### src/rtl/dsp_mac_arbiter.sv
// Round-robin arbiter sharing one pipelined unsigned multiply-accumulate datapath
// among NUM_REQ requesters; results return tagged to the issuer PIPE+1 cycles after accept.
module dsp_mac_arbiter #(
    parameter int NUM_REQ = 2,
    parameter int WIDTH   = 16,
    parameter int PIPE    = 2
) (
    input  logic                       clk,
    input  logic                       rst,
    input  logic [NUM_REQ-1:0]         req_valid,
    output logic [NUM_REQ-1:0]         req_ready,
    input  logic [NUM_REQ*WIDTH-1:0]   req_a,
    input  logic [NUM_REQ*WIDTH-1:0]   req_b,
    input  logic [NUM_REQ*2*WIDTH-1:0] req_c,
    input  logic [NUM_REQ-1:0]         req_acc,
    output logic [NUM_REQ-1:0]         rsp_valid,
    output logic [2*WIDTH-1:0]         rsp_data,
    output logic                       busy
);
    localparam int IDW = (NUM_REQ > 1) ? $clog2(NUM_REQ) : 1;
    localparam int PW  = 2 * WIDTH;
    localparam logic [NUM_REQ-1:0] ONE_HOT0 = NUM_REQ'(1);

    logic [IDW-1:0]     rr_ptr_r;
    logic [NUM_REQ-1:0] gnt_s;
    logic [IDW-1:0]     gnt_id_s;
    logic               found_s;
    logic               hit_s;
    logic               accept_s;
    logic [WIDTH-1:0]   sel_a_s;
    logic [WIDTH-1:0]   sel_b_s;
    logic [PW-1:0]      sel_c_s;

    logic [WIDTH-1:0]   iss_a_r;
    logic [WIDTH-1:0]   iss_b_r;
    logic [PW-1:0]      iss_c_r;
    logic [IDW-1:0]     iss_id_r;
    logic               iss_v_r;
    logic [PW-1:0]      prod_s;

    logic [PW-1:0]      fin_p_s;
    logic [PW-1:0]      fin_c_s;
    logic [IDW-1:0]     fin_id_s;
    logic               fin_v_s;
    logic               mid_busy_s;

    function automatic int rr_pos(input logic [IDW-1:0] ptr, input int k);
        int sum;
        sum = int'(ptr) + k;
        return (sum >= NUM_REQ) ? (sum - NUM_REQ) : sum;
    endfunction

    // Round-robin pick: first valid requester at or after rr_ptr, wrapping; muxes its operands
    always_comb begin
        gnt_s    = '0;
        gnt_id_s = '0;
        found_s  = 1'b0;
        hit_s    = 1'b0;
        sel_a_s  = '0;
        sel_b_s  = '0;
        sel_c_s  = '0;
        for (int k = 0; k < NUM_REQ; k++) begin
            for (int i = 0; i < NUM_REQ; i++) begin
                hit_s    = ~found_s & req_valid[i] & (rr_pos(rr_ptr_r, k) == i);
                gnt_s[i] = gnt_s[i] | hit_s;
                gnt_id_s = hit_s ? IDW'(i) : gnt_id_s;
                sel_a_s  = sel_a_s | (req_a[i*WIDTH +: WIDTH] & {WIDTH{hit_s}});
                sel_b_s  = sel_b_s | (req_b[i*WIDTH +: WIDTH] & {WIDTH{hit_s}});
                sel_c_s  = sel_c_s | (req_c[i*PW +: PW] & {PW{hit_s & req_acc[i]}});
                found_s  = found_s | hit_s;
            end
        end
    end

    assign req_ready = gnt_s & {NUM_REQ{~rst}};
    assign accept_s  = found_s & ~rst;
    assign prod_s    = PW'(iss_a_r) * PW'(iss_b_r);

    // Issue stage and round-robin pointer
    always_ff @(posedge clk or posedge rst) begin
        if (rst) begin
            rr_ptr_r <= '0;
            iss_a_r  <= '0;
            iss_b_r  <= '0;
            iss_c_r  <= '0;
            iss_id_r <= '0;
            iss_v_r  <= 1'b0;
        end else begin
            iss_v_r <= accept_s;
            if (accept_s) begin
                rr_ptr_r <= (gnt_id_s == IDW'(NUM_REQ - 1)) ? '0 : gnt_id_s + IDW'(1);
                iss_a_r  <= sel_a_s;
                iss_b_r  <= sel_b_s;
                iss_c_r  <= sel_c_s;
                iss_id_r <= gnt_id_s;
            end
        end
    end

    generate
        if (PIPE > 1) begin : g_mid
            logic [PW-1:0]  p_r  [PIPE-1];
            logic [PW-1:0]  c_r  [PIPE-1];
            logic [IDW-1:0] id_r [PIPE-1];
            logic [PIPE-2:0] v_r;

            // Product, addend and tag ride the intermediate multiplier stages
            always_ff @(posedge clk or posedge rst) begin
                if (rst) begin
                    for (int s = 0; s < PIPE - 1; s++) begin
                        p_r[s]  <= '0;
                        c_r[s]  <= '0;
                        id_r[s] <= '0;
                    end
                    v_r <= '0;
                end else begin
                    p_r[0]  <= prod_s;
                    c_r[0]  <= iss_c_r;
                    id_r[0] <= iss_id_r;
                    v_r[0]  <= iss_v_r;
                    for (int s = 1; s < PIPE - 1; s++) begin
                        p_r[s]  <= p_r[s-1];
                        c_r[s]  <= c_r[s-1];
                        id_r[s] <= id_r[s-1];
                        v_r[s]  <= v_r[s-1];
                    end
                end
            end

            assign fin_p_s    = p_r[PIPE-2];
            assign fin_c_s    = c_r[PIPE-2];
            assign fin_id_s   = id_r[PIPE-2];
            assign fin_v_s    = v_r[PIPE-2];
            assign mid_busy_s = |v_r;
        end else begin : g_direct
            assign fin_p_s    = prod_s;
            assign fin_c_s    = iss_c_r;
            assign fin_id_s   = iss_id_r;
            assign fin_v_s    = iss_v_r;
            assign mid_busy_s = 1'b0;
        end
    endgenerate

    // Final stage adds c and doubles as the response register; data holds between pulses
    always_ff @(posedge clk or posedge rst) begin
        if (rst) begin
            rsp_valid <= '0;
            rsp_data  <= '0;
        end else begin
            rsp_valid <= fin_v_s ? (ONE_HOT0 << fin_id_s) : '0;
            if (fin_v_s) begin
                rsp_data <= fin_p_s + fin_c_s;
            end
        end
    end

    assign busy = iss_v_r | mid_busy_s | (|rsp_valid);

endmodule
### config.mk
export PLATFORM = sky130hd
export DESIGN_NAME = dsp_mac_arbiter
export DESIGN_NICKNAME = d
export VERILOG_FILES = /design/src/rtl/dsp_mac_arbiter.sv
export SDC_FILE = /design/constraint.sdc
export NUM_CORES = 1
export LEC_CHECK = 0
export BUFFER_PORTS_ARGS = -buffer_cell sky130_fd_sc_hd__buf_4
export CAP_MARGIN = 20
export CORE_MARGIN = 3
export CORE_UTILIZATION = 55
export DETAILED_ROUTE_END_ITERATION = 8
export GPL_TIMING_DRIVEN = 1
export PLACE_DENSITY_LB_ADDON = 0.3
export SLEW_MARGIN = 5
export SYNTH_ARGS = -nofsm -noshare
export SYNTH_HDL_FRONTEND = slang
export SYNTH_SLANG_ARGS = --single-unit
export TNS_END_PERCENT = 5
### constraint.sdc
create_clock -name clk -period 8.05 [get_ports clk]
set_input_delay 2.0125 -clock clk [delete_from_list [all_inputs] [get_ports clk]]
set_output_delay 2.0125 -clock clk [all_outputs]
set_load 0.1 [all_outputs]
==> results of run 1 <==
==> final cells by class <==
cell class,count,area (µm²),area share
Inverter,241,908,0.0499
Tap cell,378,473,0.0260
Sequential cell,167,4180,0.230
Clock buffer,17,425,0.0234
Multi-Input combinational cell,1201,10700,0.587
Timing Repair Buffer,181,1360,0.0746
Clock inverter,15,183,0.0100
==> per-layer routing <==
metal / global-route usage / share of wire / up-vias
met2: 0.423 / 0.47 / 433
met1: 0.358 / 0.45 / 6000
met3: 0.0493 / 0.064 / 52
met5: 0 / 0 / -
met4: 0.0664 / 0.019 / 0
li1: - / - / 5731
==> logic make-up after synthesis <==
kind of cell               after synthesis  share of synthesized area
DFF                                    167                      0.260
adders and majority gates              330                      0.349
and+or+nand+nor                        537                      0.156
muxes                                   20                     0.0140
xor gates and xnor gates                48                     0.0262
buffers and inverters                  323                     0.0763
AOI/OAI and AO/OA                      266                      0.119
==> stage by stage <==
stage          area, µm²   util
3_3_place_gp       17600  0.623
2_1_floorplan      16100      -
4_1_cts            18200  0.645
6_report           18200  0.645
3_5_place_dp       17600  0.623
5_1_grt            18200  0.645
==> how the worst max path moves through the flow <==
stage | endpoint | depth (start not counted) | slack (ns) | from
after CTS | fin_p_s[31]$_DFF_PP0_ | 19 | 1.63 | iss_b_r[1]$_DFFE_PP0P_
after floorplan | req_ready[1] | 2 | 0.76 | rst
after global routing | fin_p_s[28]$_DFF_PP0_ | 21 | 1.28 | iss_b_r[7]$_DFFE_PP0P_
after global placement | fin_p_s[31]$_DFF_PP0_ | 19 | 1.77 | iss_b_r[7]$_DFFE_PP0P_
final | fin_p_s[31]$_DFF_PP0_ | 19 | 1.55 | iss_b_r[1]$_DFFE_PP0P_
after detailed placement | fin_p_s[31]$_DFF_PP0_ | 19 | 1.64 | iss_b_r[1]$_DFFE_PP0P_
==> registers in the layout, indices dropped and copies added, names as in the netlist <==
name and cells:
fin_c_s 32, fin_id_s 1, fin_p_s 32, fin_v_s 1, iss_a_r 16, iss_b_r 16, iss_c_r 32, iss_id_r 1
iss_v_r 1, rr_ptr_r 1, rsp_data 32, rsp_valid 2
==> placed cells by master (no fill, tap or decap), drive strengths merged, types with 9 or more instances in the layout <==
cell,count
clkbuf,17
nor2,175
a21oi,66
mux2,20
o21a,10
and2,125
o21ai,31
clkinv,9
ha,135
xor2,14
buf,181
dfrtp,167
inv,246
a221oi,66
xnor2,34
a21o,31
nand3,14
nand2,178
fa,195
==> results.md, run 1 <==
* Count of distinct cell types in the synthesized netlist at 63
* Prevailing post-synth register cell: sky130_fd_sc_hd__dfrtp_1
* Post-synthesis cell area at between 15,000 and 20,000 µm²
* Number of nets produced by synthesis at 2,155
* Fraction of the yosys area taken by sequential cells at 0.260
* Vias per std cell at 5.55
* Instance count of the mapped netlist at approximately 1,700
* Hold-critical path depth at 0
* Total of hold buffers inserted after clock tree synthesis at 0
* Tcrit/Tclk final at 0.808
* Global-route wire length before repair at ~64 mm
* Gpl congestion at ~0.9
* Leading area contributor after synthesis: sky130_fd_sc_hd__dfrtp_1
* Most frequent cell after synthesis: sky130_fd_sc_hd__inv_1
* Max-slew violation count at 0
* Post-synthesis async set-or-reset flop share at 1.00
* Clock root buffer: sky130_fd_sc_hd__clkbuf_16
* Antenna fix cells at 0
* Critical Path Source Type: flop
* CTS-repair resized insts at 0
* Maximum number of pins on one net before global-route repair at 65
* Remaining global-route overflow at 0
* Top Family by Delay on Critical Path: adder cells
* Antenna violations before repair at 0
* Proportion of netlist area held by the largest area contributor at 0.260
* Insertion delay to the later sink of the worst-skew pair at 0.44 ns
* Total routing usage reported by global routing at 0.259
* CP Capture Type: flop
* Total number of vias at ~12,000
* Hold path startpoint: iss_c_r[7]$_DFFE_PP0P_
* CORE AREA at 28,200 µm²
* Post-route insts no fill at between 2,000 and 2,500
* Number of H-tree levels at 4
* Slowest cell on the critical path: sky130_fd_sc_hd__dfrtp_1
* Final WL at a little under 40 mm
* Routed Antenna Nets at 0
* Peak clock frequency supported by timing at roughly 0.15 GHz
* Internal reg-to-reg setup slack at 1.55 ns
* Share of final-layout standard cells stronger than drive strength 1 at 0.136
* RSZ-0062 raised after global routing: false
* Die area at 31,300 µm²
* Number of CTS-inserted buffers at 17
* Total DRC errors in the routed layout at 0
* Largest buffer count on any clock path at 2
* FF+latch count, synth at around 170
* Chain of cells forming the critical path: nand2_1, fa_1, fa_1, inv_1, fa_1, fa_1, fa_1, inv_1, fa_1, inv_1, ha_1, a21oi_1, o21ai_1, a2111oi_1, o21ai_1, or3_1, o2111ai_1, nand2_1, o311a_1
* CTS tree: done
* Worst-Margin Slew at approximately 1.1 ns
* Setup Skew at about 0.013 ns
* Synth-to-layout area growth at 13.4%
* Required time of the worst setup path at 8.37 ns
* DRT iter0 DRCs at around 840
* Final HPWL from detailed placement at between 20 and 30 mm
* Data arrival time of the critical path at 6.82 ns
* Count of synthesis-stage warnings from yosys at 0
* Startpoint of the lowest-slack register-to-register path: iss_b_r[1]$_DFFE_PP0P_
* Initial Utilization at 0.568
* MaxCap Viol Count at 0
* Floorplan die height at roughly 180 µm
* Length of the first detailed-routing pass in iterations at 5
* Most numerous cell on the critical path: sky130_fd_sc_hd__fa_1
* Hold Fails Final Rpt at 0
* Worst R2R Path Depth at 19
* Worst rel slew slack at 0.251
* Final setup violation count at 0
* Clock-pin slew on the worst setup and hold paths at ~0.080 ns
* Top post-synthesis cells by area: sky130_fd_sc_hd__dfrtp_1, sky130_fd_sc_hd__fa_1, sky130_fd_sc_hd__ha_1
* Vias in the first global route at 12,800
* Post-layout worst setup margin at ~1.5 ns
* Final worst hold slack at ~0.37 ns
* DIE WIDTH at around 180 µm
* I/O pin cnt at approximately 170
* Maximum net fanout on the critical path at 17
* Summed negative setup slack over all endpoints at 0 ns
* Count of port buffers added during placement at between 150 and 200
* Post-synth EDFFs at 0
* Worst R2R End: fin_p_s[31]$_DFF_PP0_
* Hold Path Class: flop to flop
* Most common library cells after synthesis: sky130_fd_sc_hd__inv_1, sky130_fd_sc_hd__fa_1, sky130_fd_sc_hd__nand2_1, sky130_fd_sc_hd__nor2_1, sky130_fd_sc_hd__dfrtp_1
* Worst Setup Path Type: flop to flop
* Placed Instances at 2,168
* End point of the worst hold path: fin_c_s[7]$_DFF_PP0_
* Post-CTS Setup Bufs at 0
* Result of the run: completed
* Max incr delay on CP at slightly below 0.8 ns
* TritonCTS Sinks at about 170
* Mean Syn Cell Area at 9.49 µm²
* Net count of the finished layout at approximately 2,300
* Count of filler cells inserted in the layout at roughly 2,300
* Final critical delay including setup and external delays at 6.50 ns
* Count of buffering cells on the critical path with inverters included at 3
* Count of standard-cell rows at between 60 and 70
* Pre-CTS worst setup slack at between 1.5 and 2 ns
* Avg WL per Cell at approximately 18 µm
Power of run 1 is left out: the tool's default activity adds up to more than one toggle a clock period on the data nets, which glitch-free logic cannot reach.
==> run 2: changes to the inputs <==
--- a/config.mk
+++ b/config.mk
@@ -8,7 +8,7 @@
 export BUFFER_PORTS_ARGS = -buffer_cell sky130_fd_sc_hd__buf_4
 export CAP_MARGIN = 20
 export CORE_MARGIN = 3
-export CORE_UTILIZATION = 55
+export CORE_UTILIZATION = 61
 export DETAILED_ROUTE_END_ITERATION = 8
 export GPL_TIMING_DRIVEN = 1
 export PLACE_DENSITY_LB_ADDON = 0.3
==> constraint.sdc (replaced) <==
create_clock -name clk -period 6.45 [get_ports clk]
set_input_delay 1.6125 -clock clk [delete_from_list [all_inputs] [get_ports clk]]
set_output_delay 1.6125 -clock clk [all_outputs]
set_load 0.1 [all_outputs]
==> run 2 against run 1 <==
  * Count of clock-buffer cells in the layout increased by 2
  * Clock skew about the same
  * Global-route usage increased by 3.4 points
  * Sequential cell count unchanged
  * Hold slack got worse by 0.0015 ns
  * First-iteration DRC count increased by 43%
  * Non-clock buffer count increased by 23
==> results.md, run 2 (same netlist as run 1, synthesis figures left out) <==
* Floorplan die height at 168 µm
* Area used by sequential logic in the layout at approximately 4200 µm²
* Final setup violation count at 0
* Number of H-tree levels at 4
* Data arrival time of the critical path at around 6.6 ns
* Setup Skew at 0.0131 ns
* CP Capture Type: flop
* Avg WL per Cell at 18.8 µm
* Final critical delay including setup and external delays at roughly 6.2 ns
* Cell area after placement at between 15,000 and 20,000 µm²
* Total routing usage reported by global routing at 0.293
* Peak clock frequency supported by timing at between 0.15 and 0.2 GHz
* Core utilization of the finished layout at 0.719
* DIE WIDTH at 168 µm
* Insertion delay to the later sink of the worst-skew pair at ~0.43 ns
* Final worst hold slack at between 0.3 and 0.4 ns
* Most common library cell in the layout ignoring fill and taps: sky130_fd_sc_hd__inv_1
* Tcrit/Tclk final at 0.969
* TritonCTS Sinks at between 150 and 200
* RSZ-0062 raised after global routing: false
* Vias in the first global route at 13,100
* Die area at between 20,000 and 30,000 µm²
* Layout Cell Area excl Fill at 18,400 µm²
* Hold Path Class: flop to flop
* Synth-to-layout area growth at 14.4%
* Vias per std cell at a little under 6
* CTS tree: done
* Antenna fix cells at 0
* CORE AREA at roughly 26,000 µm²
* Area occupied by multi-input gates at 10,700 µm²
* I/O pin cnt at roughly 170
* Antenna violations before repair at 0
* Worst rel slew slack at 0.429
* Remaining global-route overflow at 0
* Total number of vias at 12,700
* Gpl congestion at between 0.9 and 1
* Share of final-layout standard cells stronger than drive strength 1 at 0.157
* Worst-Margin Slew at approximately 0.86 ns
* Number of CTS-inserted buffers at 17
* Top library cells by usage in the layout, fill and taps aside: sky130_fd_sc_hd__inv_1, sky130_fd_sc_hd__buf_4, sky130_fd_sc_hd__fa_1
* Required time of the worst setup path at around 6.8 ns
* Final WL at just over 40 mm
* Length of the first detailed-routing pass in iterations at 7
* Maximum number of pins on one net before global-route repair at about 70
* Routed Antenna Nets at 0
* Critical Path Source Type: flop
* Hold Fails Final Rpt at 0
* DRT iter0 DRCs at 1,201
* Final HPWL from detailed placement at slightly above 30 mm
* MaxCap Viol Count at 0
* Largest buffer count on any clock path at 2
* Worst Setup Path Type: flop to flop
* Max-slew violation count at 0
* Count of standard-cell rows at 58
* Result of the run: completed
* Clock-pin slew on the worst setup and hold paths at about 0.07 ns
* Count of port buffers added during placement at 170
* Initial Utilization at 0.628
* Total DRC errors in the routed layout at 0
* Count of filler cells inserted in the layout at ~1,900
* Net count of the finished layout at 2,296
* Clock root buffer: sky130_fd_sc_hd__clkbuf_16
* Global-route wire length before repair at roughly 66 mm
* Maximum net fanout on the critical path at 17
## run 2: changes by cell type in the layout (fill, tap and decap cells not counted), moves of 2 or more
cell	previous run	this run
sky130_fd_sc_hd__clkinv_8	5	0
sky130_fd_sc_hd__dfrtp_4	0	2
sky130_fd_sc_hd__dfrtp_1	167	148
sky130_fd_sc_hd__bufinv_16	0	3
sky130_fd_sc_hd__dfrtp_2	0	17
sky130_fd_sc_hd__clkinv_4	3	1
sky130_fd_sc_hd__clkbuf_8	0	2
sky130_fd_sc_hd__inv_8	4	2
sky130_fd_sc_hd__buf_4	181	204
sky130_fd_sc_hd__inv_6	1	4
## run 2: layer usage
metal	wire length [µm]	track usage	vias up
li1	-	-	5769
met2	19500	0.479	594
met5	0	0	-
met4	1220	0.104	0
met3	3390	0.0559	95
met1	16600	0.395	6243
## run 2: worst max-delay path, cell delays in order, from the launching register on
cell and delay (ns):
sky130_fd_sc_hd__dfrtp_4 0.59, sky130_fd_sc_hd__and2_1 0.22, sky130_fd_sc_hd__fa_1 0.53, sky130_fd_sc_hd__inv_1 0.05, sky130_fd_sc_hd__fa_1 0.53, sky130_fd_sc_hd__inv_1 0.06, sky130_fd_sc_hd__fa_1 0.49, sky130_fd_sc_hd__fa_1 0.42
sky130_fd_sc_hd__fa_1 0.52, sky130_fd_sc_hd__inv_1 0.05, sky130_fd_sc_hd__fa_1 0.48, sky130_fd_sc_hd__inv_1 0.04, sky130_fd_sc_hd__ha_1 0.36, sky130_fd_sc_hd__a21oi_1 0.16, sky130_fd_sc_hd__o21ai_1 0.08, sky130_fd_sc_hd__a2111oi_1 0.33
sky130_fd_sc_hd__o21ai_1 0.15, sky130_fd_sc_hd__or3_1 0.37, sky130_fd_sc_hd__o2111ai_2 0.22, sky130_fd_sc_hd__nand2_1 0.11, sky130_fd_sc_hd__o311a_1 0.35
## run 2: layout make-up
type / instances / area share
well taps: 330 / 0.0225
flip-flops and latches: 167 / 0.229
multi-input cells: 1201 / 0.582
clock inverters: 11 / 0.00879
repair buffers: 204 / 0.0834
clock buffers: 19 / 0.0247
inverters: 241 / 0.0495
## run 2: what timing repair did
action,4_1_cts,5_1_grt
setup endpoints to repair,1,8
buffers inserted,0,3
hold buffers,0,0
gates resized for setup,1,22
## run 2: final timing paths
kind	startpoint	end	slack [ns]	cells after the start
setup / recovery	iss_a_r[5]$_DFFE_PP0P_	fin_p_s[31]$_DFF_PP0_	0.20	20
max in group asynchronous	rst	rsp_data[0]$_DFFE_PP0P_	4.29	3
min in group asynchronous	rst	iss_c_r[6]$_DFFE_PP0P_	1.46	3
hold reg to reg	iss_v_r$_DFF_PP0_	fin_v_s$_DFF_PP0_	0.37	0
setup reg to reg	iss_a_r[5]$_DFFE_PP0P_	fin_p_s[31]$_DFF_PP0_	0.20	20
hold / removal	iss_v_r$_DFF_PP0_	fin_v_s$_DFF_PP0_	0.37	0
## run 2: per-stage QoR
step	setup TNS, ns	setup WS, ns	cells
finish	0	0.200	2173
global route	0	0.00998	2173
CTS	0	0.0216	2170
detailed placement	0	0.0739	2140
global placement	0	0.230	2140
floorplan	-0.0747	-0.0447	1691
Power of run 2 is left out for the same reason.
==> run 3: changes to the inputs <==
--- a/config.mk
+++ b/config.mk
@@ -7,6 +7,7 @@
 export LEC_CHECK = 0
 export BUFFER_PORTS_ARGS = -buffer_cell sky130_fd_sc_hd__buf_4
 export CAP_MARGIN = 20
+export CORE_ASPECT_RATIO = 1.2
 export CORE_MARGIN = 3
 export CORE_UTILIZATION = 61
 export DETAILED_ROUTE_END_ITERATION = 8
==> run 3 against run 2 <==
  * Critical endpoint unchanged
  * Wire length fell by 3.7%
  * Cell count increased by 0.23%
  * Die area hardly changed
  * Maximum frequency fell by 0.43%
  * Register-to-register slack worse by 0.03 ns
  * First-iteration DRC count fell by 32%
  * Count of clock-buffer cells in the layout stayed put
  * Sequential share of layout area about the same
  * Design area decreased by 0.29%
  * Critical path type unchanged
  * Highest routed layer unchanged
==> results.md, run 3 (same netlist as run 1, synthesis figures left out) <==
* Most common library cell in the layout ignoring fill and taps: sky130_fd_sc_hd__inv_1
* Required time of the worst setup path at around 6.8 ns
* Remaining global-route overflow at 0
* Data arrival time of the critical path at between 6 and 7 ns
* Final HPWL from detailed placement at slightly above 30 mm
* Max-slew violation count at 0
* Count of port buffers added during placement at 170
* Hold Fails Final Rpt at 0
* Routed Antenna Nets at 0
* Most Crowded Layer GR: met2
* Clock root buffer: sky130_fd_sc_hd__clkbuf_16
* Met3 Resource Use GR at 0.0551
* TritonCTS Sinks at 167
* Tcrit/Tclk final at 0.973
* Critical Path Source Type: flop
* Worst rel slew slack at 0.403
* Total DRC errors in the routed layout at 0
* Final setup violation count at 0
* Post-layout worst setup margin at 0.173 ns
* Net count of the finished layout at roughly 2,300
* Peak clock frequency supported by timing at ~0.16 GHz
* Vias per std cell at 5.75
* Share of final-layout standard cells stronger than drive strength 1 at 0.157
* Pre-CTS worst setup slack at between 0.04 and 0.05 ns
* Largest buffer count on any clock path at 2
* Die area at around 28,000 µm²
* Met1 track utilization from global routing at 0.366
* Total number of vias at between 10,000 and 15,000
* CTS tree: done
* Final critical delay including setup and external delays at 6.28 ns
* Number of CTS-inserted buffers at 17
* Count of standard-cell rows at 64
* Gpl congestion at a little over 0.9
* I/O pin cnt at 171
* Post-route insts no fill at roughly 2,200
* Synth-to-layout area growth at 14.1%
* Worst Setup Path Type: flop to flop
* Avg WL per Cell at about 18 µm
* Total routing usage reported by global routing at 0.286
* Maximum number of pins on one net before global-route repair at a little under 60
* Final WL at between 30 and 40 mm
* Summed negative setup slack over all endpoints at 0 ns
* Floorplan die height at 184 µm
* CP Capture Type: flop
* RSZ-0062 raised after global routing: false
* Antenna fix cells at 0
* Hold Path Class: flop to flop
* Setup Skew at around 0.011 ns
* Initial Utilization at 0.624
* Length of the first detailed-routing pass in iterations at 5
* Placed Instances at between 2,000 and 2,500
* Insertion delay to the later sink of the worst-skew pair at ~0.45 ns
* Core utilization of the finished layout at 0.712
* Number of H-tree levels at 4
* Top library cells by usage in the layout, fill and taps aside: sky130_fd_sc_hd__inv_1, sky130_fd_sc_hd__buf_4, sky130_fd_sc_hd__fa_1
* Vias in the first global route at 13,100
* Worst-Margin Slew at ~0.89 ns
* DIE WIDTH at 154 µm
* Global-route wire length before repair at 64.9 mm
* Antenna violations before repair at 0
* M2 GR Usage at 0.496
* CORE AREA at 25,700 µm²
* MaxCap Viol Count at 0
* Hold-critical path depth at 0
* DRT iter0 DRCs at 816
* Result of the run: completed
* Maximum net fanout on the critical path at 17
* Worst R2R Path Depth at 20
* Clock-pin slew on the worst setup and hold paths at about 0.080 ns
-- run 3: cell count changes in the layout (fill, tap and decap cells not counted), moves of 2 or more --
cell                         before  now
sky130_fd_sc_hd__dfrtp_1        148  152
sky130_fd_sc_hd__bufinv_16        3    0
sky130_fd_sc_hd__buf_4          204  207
sky130_fd_sc_hd__dfrtp_2         17   15
sky130_fd_sc_hd__dfrtp_4          2    0
sky130_fd_sc_hd__clkinvlp_4       1    3
-- run 3: final cells by class --
class,instances,area (µm²)
Clock buffer,19,453
Multi-Input combinational cell,1201,10700
Clock inverter,13,109
Timing Repair Buffer,207,1550
Sequential cell,167,4200
Fill cell,1902,7390
Tap cell,330,413
Inverter,241,908
-- run 3: per-layer routing --
metal  routed length, µm  share of wire
met1               16000           0.41
met2               19600           0.50
met3                2660          0.068
met4                1020          0.026
met5                   0              0
-- run 3: metrics by stage --
| stage | cell area [µm²] | hold slack [ns] |
|---|---|---|
| floorplan | 16100 | 0.349 |
| global placement | 17700 | 0.353 |
| detailed placement | 17700 | 0.361 |
| CTS | 18300 | 0.371 |
| global route | 18300 | 0.381 |
| finish | 18300 | 0.368 |
-- run 3: worst paths after layout --
| path | slack (ns) | to | startpoint |
|---|---|---|---|
| hold / removal | 0.37 | fin_v_s$_DFF_PP0_ | iss_v_r$_DFF_PP0_ |
| min in group asynchronous | 1.29 | iss_c_r[22]$_DFFE_PP0P_ | rst |
| hold reg to reg | 0.37 | fin_v_s$_DFF_PP0_ | iss_v_r$_DFF_PP0_ |
| setup / recovery | 0.17 | fin_p_s[31]$_DFF_PP0_ | iss_a_r[11]$_DFFE_PP0P_ |
| max in group asynchronous | 4.28 | iss_c_r[2]$_DFFE_PP0P_ | rst |
| setup reg to reg | 0.17 | fin_p_s[31]$_DFF_PP0_ | iss_a_r[11]$_DFFE_PP0P_ |
-- run 3: what timing repair did --
item                                    CTS  global route
hold buffers                              0             0
endpoints found under the setup margin    0             6
resized for setup                         0            16
buffers inserted                          0             4
-- run 3: worst max-delay path: stages (launching register included) --
cell                        delay, ns
sky130_fd_sc_hd__dfrtp_2         0.55
sky130_fd_sc_hd__and2_1          0.22
sky130_fd_sc_hd__fa_1            0.53
sky130_fd_sc_hd__inv_1           0.05
sky130_fd_sc_hd__fa_1            0.48
sky130_fd_sc_hd__inv_1           0.06
sky130_fd_sc_hd__fa_1            0.50
sky130_fd_sc_hd__fa_1            0.47
sky130_fd_sc_hd__fa_1            0.51
sky130_fd_sc_hd__inv_1           0.05
sky130_fd_sc_hd__fa_1            0.47
sky130_fd_sc_hd__inv_1           0.05
sky130_fd_sc_hd__ha_1            0.36
sky130_fd_sc_hd__a21oi_1         0.22
sky130_fd_sc_hd__o21ai_1         0.09
sky130_fd_sc_hd__a2111oi_1       0.30
sky130_fd_sc_hd__o21ai_1         0.15
sky130_fd_sc_hd__or3_1           0.34
sky130_fd_sc_hd__o2111ai_1       0.27
sky130_fd_sc_hd__nand2_1         0.14
sky130_fd_sc_hd__o311a_1         0.34
Power of run 3 is left out for the same reason.
